File: src/rtl/pps_stamp_capture.sv
// pps_stamp_capture: synchronises external PPS and timestamps each rising edge into a small FWFT FIFO.
// Define PPS_INTERVAL_CHECK_EN to build the PPS period sanity check that drives pps_err.
module pps_stamp_capture #(
  parameter int unsigned TIMESTAMP_WIDTH   = 64,
  parameter int unsigned FIFO_DEPTH        = 4,
  parameter logic [31:0] PPS_PERIOD_CYCLES = 32'h5F5E100,
  parameter int unsigned PPS_TOLERANCE     = 1000
) (
  input  logic                          clk,
  input  logic                          reset,
  input  logic [TIMESTAMP_WIDTH-1:0]    stamp_counter,
  input  logic                          pps_in,
  input  logic                          capture_en,
  input  logic                          clear,
  output logic [TIMESTAMP_WIDTH-1:0]    cap_tdata,
  output logic                          cap_tvalid,
  input  logic                          cap_tready,
  output logic [$clog2(FIFO_DEPTH):0]   cap_count,
  output logic [15:0]                   overflow_cnt,
  output logic                          pps_err
);

  localparam int unsigned AW = $clog2(FIFO_DEPTH);
  localparam logic [AW:0] ONE = {{AW{1'b0}}, 1'b1};

  // ---------------------------------------------------------------------------
  // PPS synchroniser and rising-edge detect
  // ---------------------------------------------------------------------------
  logic s1, s2, s3;
  logic pps_edge;

  // NOTE: clocked state uses non-blocking assignments so every flop samples
  // the pre-edge value of its neighbour, which is what makes s1->s2->s3 a shift chain.
  always_ff @(posedge clk or posedge reset) begin
    if (reset) begin
      s1 <= 1'b0;
      s2 <= 1'b0;
      s3 <= 1'b0;
    end else begin
      s1 <= pps_in;
      s2 <= s1;
      s3 <= s2;
    end
  end

  assign pps_edge = s2 & ~s3;

  // ---------------------------------------------------------------------------
  // Capture FIFO
  // ---------------------------------------------------------------------------
  logic [TIMESTAMP_WIDTH-1:0] mem [FIFO_DEPTH];
  logic [AW:0] wr_ptr, rd_ptr;
  logic        push_req, pop, full, push_ok, drop;

  assign push_req   = pps_edge & capture_en;
  assign cap_tvalid = (cap_count != '0);
  assign pop        = cap_tvalid & cap_tready;
  // Same slot index but opposite wrap bit means the writer has lapped the reader.
  assign full       = (wr_ptr[AW] != rd_ptr[AW]) && (wr_ptr[AW-1:0] == rd_ptr[AW-1:0]);
  assign push_ok    = push_req & (~full | pop);
  assign drop       = push_req & full & ~pop;

  always_ff @(posedge clk or posedge reset) begin
    if (reset) begin
      wr_ptr       <= '0;
      rd_ptr       <= '0;
      cap_count    <= '0;
      overflow_cnt <= '0;
    end else if (clear) begin
      wr_ptr       <= '0;
      rd_ptr       <= '0;
      cap_count    <= '0;
      overflow_cnt <= '0;
    end else begin
      if (push_ok) wr_ptr <= wr_ptr + ONE;
      if (pop)     rd_ptr <= rd_ptr + ONE;
      case ({push_ok, pop})
        2'b10:   cap_count <= cap_count + ONE;
        2'b01:   cap_count <= cap_count - ONE;
        default: cap_count <= cap_count;
      endcase
      if (drop && (overflow_cnt != 16'hFFFF)) overflow_cnt <= overflow_cnt + 16'd1;
    end
  end

  // NOTE: the storage array has no reset; its contents only matter once the
  // count says they were written, and the output gate below hides stale data.
  always_ff @(posedge clk) begin
    if (push_ok && !clear) mem[wr_ptr[AW-1:0]] <= stamp_counter;
  end

  assign cap_tdata = cap_tvalid ? mem[rd_ptr[AW-1:0]] : '0;

  // ---------------------------------------------------------------------------
  // PPS period sanity check
  // ---------------------------------------------------------------------------
`ifdef PPS_INTERVAL_CHECK_EN
  localparam logic [32:0] LOW_LIMIT  = 33'(PPS_PERIOD_CYCLES) - 33'(PPS_TOLERANCE);
  localparam logic [32:0] HIGH_LIMIT = 33'(PPS_PERIOD_CYCLES) + 33'(PPS_TOLERANCE);

  logic [31:0] interval_cnt;
  logic [32:0] elapsed;
  logic        armed;

  // The counter restarts at 0 on the edge clock, so the edge-to-edge distance is one more.
  assign elapsed = {1'b0, interval_cnt} + 33'd1;

  always_ff @(posedge clk or posedge reset) begin
    if (reset) begin
      interval_cnt <= '0;
      armed        <= 1'b0;
      pps_err      <= 1'b0;
    end else if (clear) begin
      interval_cnt <= '0;
      armed        <= 1'b0;
      pps_err      <= 1'b0;
    end else if (pps_edge) begin
      interval_cnt <= '0;
      armed        <= 1'b1;
      if (armed && ((elapsed < LOW_LIMIT) || (elapsed > HIGH_LIMIT))) pps_err <= 1'b1;
    end else begin
      if (interval_cnt != '1) interval_cnt <= interval_cnt + 32'd1;
      // Flag a missing edge as soon as the counter passes the upper window.
      if (armed && ({1'b0, interval_cnt} > HIGH_LIMIT)) pps_err <= 1'b1;
    end
  end
`else
  assign pps_err = 1'b0;
`endif

endmodule

File: config.mk
export PLATFORM = sky130hd
export DESIGN_NAME = pps_stamp_capture
export DESIGN_NICKNAME = d
export VERILOG_FILES = /design/src/rtl/pps_stamp_capture.sv
export SDC_FILE = /design/constraint.sdc
export NUM_CORES = 1
export LEC_CHECK = 0
export CAP_MARGIN = 25
export CORE_UTILIZATION = 35
export CTS_BUF_LIST = sky130_fd_sc_hd__clkbuf_2 sky130_fd_sc_hd__clkbuf_4 sky130_fd_sc_hd__clkbuf_8
export CTS_CLUSTER_DIAMETER = 80
export CTS_CLUSTER_SIZE = 8
export DETAILED_ROUTE_END_ITERATION = 8
export SYNTH_ARGS = -nofsm -noshare
export SYNTH_HDL_FRONTEND = slang
export SYNTH_SLANG_ARGS = --single-unit
File: constraint.sdc
create_clock -name clk -period 7.4 [get_ports clk]
set_input_delay 2.22 -clock clk [delete_from_list [all_inputs] [get_ports clk]]
set_output_delay 2.22 -clock clk [all_outputs]
set_load 0.01 [all_outputs]
==> out/metrics.cfg, run 1 <==
[routing]
wl_per_cell_um=19.68
vias_per_cell=4.967
vias=5802
drc=0
ant_nets=0
first_pass_iters=4
drt_iter0_markers=282
drt-total-wl_mm=22.98

[clocking]
clock_path_buffers=3
clock_sinks=284
post_cts_resized=0
cts_made_buffers=41
ctsHoldBuffers=0
clockRootBuffer=clkbuf_8
cts_tree=built
htreeDepth=2
postCtsSetupRepairBufs=0
clock_latency_ps=550
clk_pin_slew_ps=70

[layout]
final_common_cell=edfxtp_1
nFillCells=2719
drive_gt1_share_pct=19.84
final_area_sq_mm=0.01412
diodes=0
layout_common_cells=edfxtp_1 (256), clkdlybuf4s50_1 (153), and2_1 (67), mux4_2 (64), clkbuf_8 (42)
areaGrowthSynthToFinish_pct=25.20
regArea_sq_mm=0.008396
final_nets=828
multi_input_area_sq_mm=0.002769
stdcell_count=1168

[sta]
worstMarginPinSlew_ps=719.5
maxSlewHeadroom_pct=52.03
fmax_mhz=195.9
fin_worst_skew_ps=30.17
slew_viol_final=0
tns_ps=0
hold_violations=0
fin_crit_ps=5106
rsz0062_at_grt=no
min_period_over_period_pct=69.00
setup_viol=0

[min_path]
min_from=s1$_DFF_PP0_
whs_path_depth=0
hold_class=reg -> reg

[worst_setup_path]
worst_ep_arrival_time_ps=2890
critical_path.max_fanout=33
r2r_start=cap_count[0]$_DFFE_PP0P_
startpoint=rd_ptr[0]$_DFFE_PP0P_
cp.required_ps=5180
end_kind=output port
path_class=reg -> out
startpoint_type=flop
r2r_cells=7

[pwr]
vdd_drop_max_uv=172.0
p_leak_nw=4.558
power_density_mw_per_mm2=291.8

[die]
io-pin-count=155
die_x_um=181.5
start_util_pct=35.65
rows=65
die-area_sq_mm=0.03294
core_area_sq_mm=0.03164
die_h_um=181.5

[job]
maxCapViolCount=0

[synthesis]
synthFlopType=edfxtp_1
synth_edf_count=256
synth_area_per_cell_sq_um=19.75
synthCells=571
ys_seq_area_share_pct=74.38
synth_nets=648
async_flop_share_pct=9.859
yosysWarnings=0
synth_cell_types=48
ys_seq_elements=284
syn_area_sq_mm=0.01128

[placed_design]
io_buffer_count=153
gp_congestion=0.7878
dp_cells=1105
placed_cell_area_sq_mm=0.01326
dp_hpwl_mm=12.96

[global_route]
grt.overflow.total=0
grt_pass1_wl_mm=36.14
grt_pass1_vias=6486
track_usage_pct=14.34
antenna_found_initial=2
grt_max_degree=68

[run_status]
status=finished, final reports clean

cells by family after synthesis:
group                    Yosys count  share of synthesized area, %
AO/OA/AOI/OAI                     24                         1.864
XOR/XNOR                          14                         1.087
adder cells (fa/ha/maj)            7                        0.8432
buffers and inverters             31                         1.165
flip-flops                       284                         74.38
multiplexers                      70                         13.37
other                              1                       0.03325
AND/OR/NAND/NOR                  140                         7.256
state kept, by name, summed over array words and instances, names as in the netlist:
| register | flops |
|---|---|
| rd_ptr | 3 |
| s1 | 1 |
| s2 | 1 |
| mem | 256 |
| wr_ptr | 3 |
| overflow_cnt | 16 |
| s3 | 1 |
| cap_count | 3 |
area by class of cell:
type	count	area share, %
Sequential cell	284	59.46
Multi-Input combinational cell	256	19.61
Timing Repair Buffer	163	12.09
Clock buffer	55	4.786
Tap cell	402	3.563
Clock inverter	3	0.3545
Inverter	5	0.1329
through the flow:
| step | worst slack (ps) | utilization, % | hold slack, ps | power (mW) |
|---|---|---|---|---|
| final | 2294 | 44.63 | 353.4 | 4.120 |
| after global routing | 2105 | 44.63 | 375.3 | 4.331 |
| after global placement | 2595 | 41.87 | 340.9 | 3.001 |
| after detailed placement | 2516 | 41.92 | 344.9 | 3.009 |
| after floorplan | 2624 | - | 331.2 | 2.424 |
| after CTS | 2238 | 44.22 | 361.1 | 4.200 |
power by group:
part,switching (mW),internal (mW)
combinational,0.521,0.636
clock,0.548,0.619
sequential,0.0257,1.77
worst paths after layout:
kind                                               end  slack [ps]
setup / recovery                         cap_tdata[31]        2290
hold / removal                            s2$_DFF_PP0_         350
setup reg to reg                  mem[2][28]$_DFFE_PP_        4250
hold reg to reg                           s2$_DFF_PP0_         350
max in group asynchronous        rd_ptr[1]$_DFFE_PP0P_        4790
min in group asynchronous  overflow_cnt[3]$_DFFE_PP0P_        2070
synth_stat cells (2+ instances only):
master,n,area share [%]
a21oi_1,8,0.36
nand2_1,10,0.33
edfxtp_1,256,68
and2_1,71,3.9
buf_1,3,0.10
buf_2,9,0.40
nor3_4,2,0.29
ha_1,6,0.67
o21ai_0,4,0.18
xnor2_1,8,0.62
dfrtp_1,28,6.2
mux4_2,64,13
nand3_1,6,0.27
nand4_1,4,0.22
or3_1,6,0.33
mux2i_1,4,0.36
nor2_1,24,0.80
a31o_2,2,0.16
inv_1,5,0.17
xor2_1,6,0.47
nor4_1,5,0.28
and3_1,2,0.11
clkbuf_1,13,0.43
layer usage:
layer  global-route usage [%]  part of all wire, %  routed length, um  vias up
li1                         -                    -                  -     2601
met1                    17.69                   42               9554     2984
met3                    4.513                  7.3               1668       43
met4                    4.237                  1.8                412        4
met2                    24.15                   49              11320      170
met5                        0                 0.11                 26        -
critical path: stages (launching register included):
cell and delay, ps:
dfrtp_4 440, buf_4 570, mux4_2 580, and2_1 180
clkdlybuf4s50_1 530
Power figures use the tool's default switching activity.
==> run 2: changes to the inputs <==
- clock period: 7.4 -> 5.05 ns (I/O delays scaled with it)
==> out/metrics.cfg, run 2 (synthesized netlist as in run 1, its figures left out) <==
[sta]
fmax_mhz=217.7
maxSlewHeadroom_pct=44.54
min_period_over_period_pct=90.94
tns_ps=0
rsz0062_at_grt=no
fin_ws_ps=457.5
hold_violations=0
fin_worst_skew_ps=22.18
slew_viol_final=0
setup_viol=0
worstMarginPinSlew_ps=831.9
fin_crit_ps=4593

[worst_setup_path]
end_kind=output port
critical_path.max_fanout=43
startpoint_type=flop
cp.required_ps=3540
path_class=reg -> out
worst_ep_arrival_time_ps=3080

[clocking]
ctsHoldBuffers=0
htreeDepth=2
clockRootBuffer=clkbuf_8
clock_sinks=284
cts_tree=built
postCtsSetupRepairBufs=0
clk_pin_slew_ps=80
post_cts_resized=0
cts_made_buffers=42
clock_path_buffers=3
clock_latency_ps=540

[global_route]
track_usage_pct=14.81
grt_pass1_wl_mm=37.04
antenna_found_initial=3
grt_max_degree=44
grt_pass1_vias=6445
grt.overflow.total=0

[min_path]
hold_class=reg -> reg

[routing]
first_pass_iters=6
ant_nets=0
drt-total-wl_mm=23.64
drc=0
vias=5861
vias_per_cell=4.988
drt_iter0_markers=317
wl_per_cell_um=20.12

[layout]
final_common_cell=edfxtp_1
stdcell_count=1175
layout_common_cells=edfxtp_1 (256), clkdlybuf4s50_1 (153), and2_1 (67), mux4_2 (64), clkbuf_8 (43)
final_nets=833
areaGrowthSynthToFinish_pct=25.67
drive_gt1_share_pct=20.47
final_area_sq_mm=0.01417
largest_register_ffs=256

[pwr]
p_leak_nw=4.591
power_density_mw_per_mm2=433.8
power_mw=6.148
vdd_drop_max_uv=280.9

[job]
maxCapViolCount=0

[die]
start_util_pct=35.65
die-area_sq_mm=0.03294
die_h_um=181.5
rows=65
die_x_um=181.5
core_area_sq_mm=0.03164
io-pin-count=155

[run_status]
status=finished, final reports clean

[placed_design]
preCtsSetupSlack_ps=939.2
dp_cells=1114
placed_cell_area_sq_mm=0.01341
gp_congestion=0.7580
io_buffer_count=153
dp_hpwl_mm=14.70

-- run 2: final cells by class --
cell class                      count  area, sq um
Fill cell                        2694        17460
Clock buffer                       55        681.9
Antenna cell                        1        2.502
Multi-Input combinational cell    256         2769
Tap cell                          402        503.0
Inverter                            5        18.77
Sequential cell                   284         8396
Timing Repair Buffer              167         1719
Clock inverter                      5        82.58
-- run 2: where the power goes --
group | internal [mW] | switching [mW]
clock network | 0.969 | 0.825
registers | 2.59 | 0.0908
logic | 0.941 | 0.730
total | 4.50 | 1.65
-- run 2: metrics by stage --
step | hold slack, ps | utilization [%]
floorplan | 331.2 | -
global placement | 344.3 | 42.29
detailed placement | 335.5 | 42.37
CTS | 371.5 | 44.79
global route | 377.7 | 44.79
finish | 370.2 | 44.80
-- run 2: worst paths after layout --
kind | endpoint | depth (start not counted) | slack [ps] | start
max | cap_tdata[63] | 4 | 460 | cap_count[0]$_DFFE_PP0P_
min | s2$_DFF_PP0_ | 0 | 370 | s1$_DFF_PP0_
max reg2reg | mem[2][19]$_DFFE_PP_ | 7 | 1510 | rd_ptr[0]$_DFFE_PP0P_
min reg2reg | s2$_DFF_PP0_ | 0 | 370 | s1$_DFF_PP0_
max in group asynchronous | rd_ptr[1]$_DFFE_PP0P_ | 3 | 3270 | reset
min in group asynchronous | overflow_cnt[4]$_DFFE_PP0P_ | 2 | 1280 | reset
-- run 2: worst max-delay path, stage by stage (launching register included) --
cell,delay (ps)
dfrtp_1,540
or3_2,740
buf_4,420
and2_1,240
clkdlybuf4s50_1,580
-- run 2: routing by layer --
layer	track usage [%]	vias up	part of all wire (%)
li1	-	2621	-
met1	19.35	2999	43
met2	23.80	197	48
met3	4.392	42	7.3
met4	4.610	2	1.9
met5	0	-	0.072
==> run 3: changes to the inputs <==
- CORE_MARGIN: not set -> 2
- SLEW_MARGIN: not set -> 20
- clock period: 5.05 -> 4.8 ns (I/O delays scaled with it)
==> out/metrics.cfg, run 3 (synthesized netlist as in run 1, its figures left out) <==
[worst_setup_path]
path_cells=buf_12 -> mux4_2 -> and2_1 -> clkdlybuf4s50_1
path_class=reg -> out
startpoint_type=flop
slowest_stage=dfrtp_4
critical_path.max_fanout=37
end_kind=output port
worst_ep_arrival_time_ps=2830
rrSetupSlack_ps=1720
cp.required_ps=3360
slowest_delay_ps=670

[layout]
nFillCells=2730
final_nets=832
final_common_cell=edfxtp_1
largest_register_ffs=256
layout_common_cells=edfxtp_1 (256), clkdlybuf4s50_1 (153), and2_1 (67), mux4_2 (64), clkbuf_8 (42)
areaGrowthSynthToFinish_pct=25.40
diodes=0
stdcell_count=1172
drive_gt1_share_pct=20.26

[die]
rows=65
core_area_sq_mm=0.03164
die_x_um=183.5
die_h_um=183.5
io-pin-count=155
die-area_sq_mm=0.03367
start_util_pct=35.65

[placed_design]
preCtsSetupSlack_ps=897.7
io_buffer_count=153
dp_cells=1113
dp_hpwl_mm=14.47
gp_congestion=0.7780

[routing]
drt-total-wl_mm=23.43
drc=0
drt_iter0_markers=301
first_pass_iters=4
ant_nets=0
vias=5839
wl_per_cell_um=19.99
vias_per_cell=4.982

[global_route]
met1_usage_pct=17.91
top_usage_layer=met2
track_usage_pct=14.16
grt_pass1_wl_mm=36.29
grt_pass1_vias=6425
grt.overflow.total=0
antenna_found_initial=0
grtUsageMet2_pct=24.63
grt_use_met3_pct=3.110
grt_max_degree=39

[sta]
setup_viol=0
hold_violations=0
holdWs_ps=360.0
maxSlewHeadroom_pct=58.93
tns_ps=0
fin_crit_ps=4268
fmax_mhz=234.3
slew_viol_final=0
fin_worst_skew_ps=32.87
fin_ws_ps=532.1
worstMarginPinSlew_ps=610.5
rsz0062_at_grt=no
min_period_over_period_pct=88.91

[clocking]
post_cts_resized=0
clock_latency_ps=550
clock_path_buffers=3
clock_sinks=284
postCtsSetupRepairBufs=0
cts_made_buffers=42
cts_tree=built
clockRootBuffer=clkbuf_8
ctsHoldBuffers=0
htreeDepth=2
clk_pin_slew_ps=60

[pwr]
p_leak_nw=4.564
power_density_mw_per_mm2=448.5
power_mw=6.342
vdd_drop_max_uv=272.4

[min_path]
hold_class=reg -> reg

[job]
maxCapViolCount=0

[run_status]
status=finished, final reports clean

## run 3: power by group
group	internal [mW]	switching [mW]	leakage, nW	total, mW
Clock	0.903	0.869	0.377	1.77
Sequential	2.73	0.0734	2.68	2.80
Combinational	1.01	0.759	1.50	1.77
## run 3: worst max-delay path: cells and delay by family, from the launching register on
kind,cells,cell delay (ps)
buf+inv,2,850
flops,1,670
mux,1,570
simple gates,1,190
## run 3: layer usage
metal / up-vias / part of all wire [%] / wire, um
li1: 2610 / - / -
met1: 3013 / 42 / 9938
met2: 183 / 50 / 11810
met3: 33 / 5.6 / 1307
met4: 0 / 1.6 / 370
met5: - / 0 / 0
## run 3: layout make-up
type / count / area [sq um] / share of cell area (%)
clock buffers: 54 / 668.1 / 4.725
inverters: 5 / 18.77 / 0.1327
well taps: 402 / 503.0 / 3.557
repair buffers: 166 / 1737 / 12.28
clock inverters: 5 / 50.05 / 0.3539
flip-flops and latches: 284 / 8396 / 59.37
multi-input cells: 256 / 2769 / 19.58
## run 3: stage by stage
stage / area, sq um / util [%]
2_1_floorplan: 11280 / -
3_3_place_gp: 13380 / 42.28
3_5_place_dp: 13420 / 42.43
4_1_cts: 14140 / 44.70
5_1_grt: 14140 / 44.70
6_report: 14140 / 44.70
## run 3: path summary, 6_finish.rpt
kind | startpoint | to | cells past startpoint
max | rd_ptr[0]$_DFFE_PP0P_ | cap_tdata[24] | 4
min | s1$_DFF_PP0_ | s2$_DFF_PP0_ | 0
max reg2reg | rd_ptr[1]$_DFFE_PP0P_ | mem[0][60]$_DFFE_PP_ | 6
min reg2reg | s1$_DFF_PP0_ | s2$_DFF_PP0_ | 0
max in group asynchronous | reset | overflow_cnt[11]$_DFFE_PP0P_ | 3
min in group asynchronous | reset | wr_ptr[0]$_DFFE_PP0P_ | 2
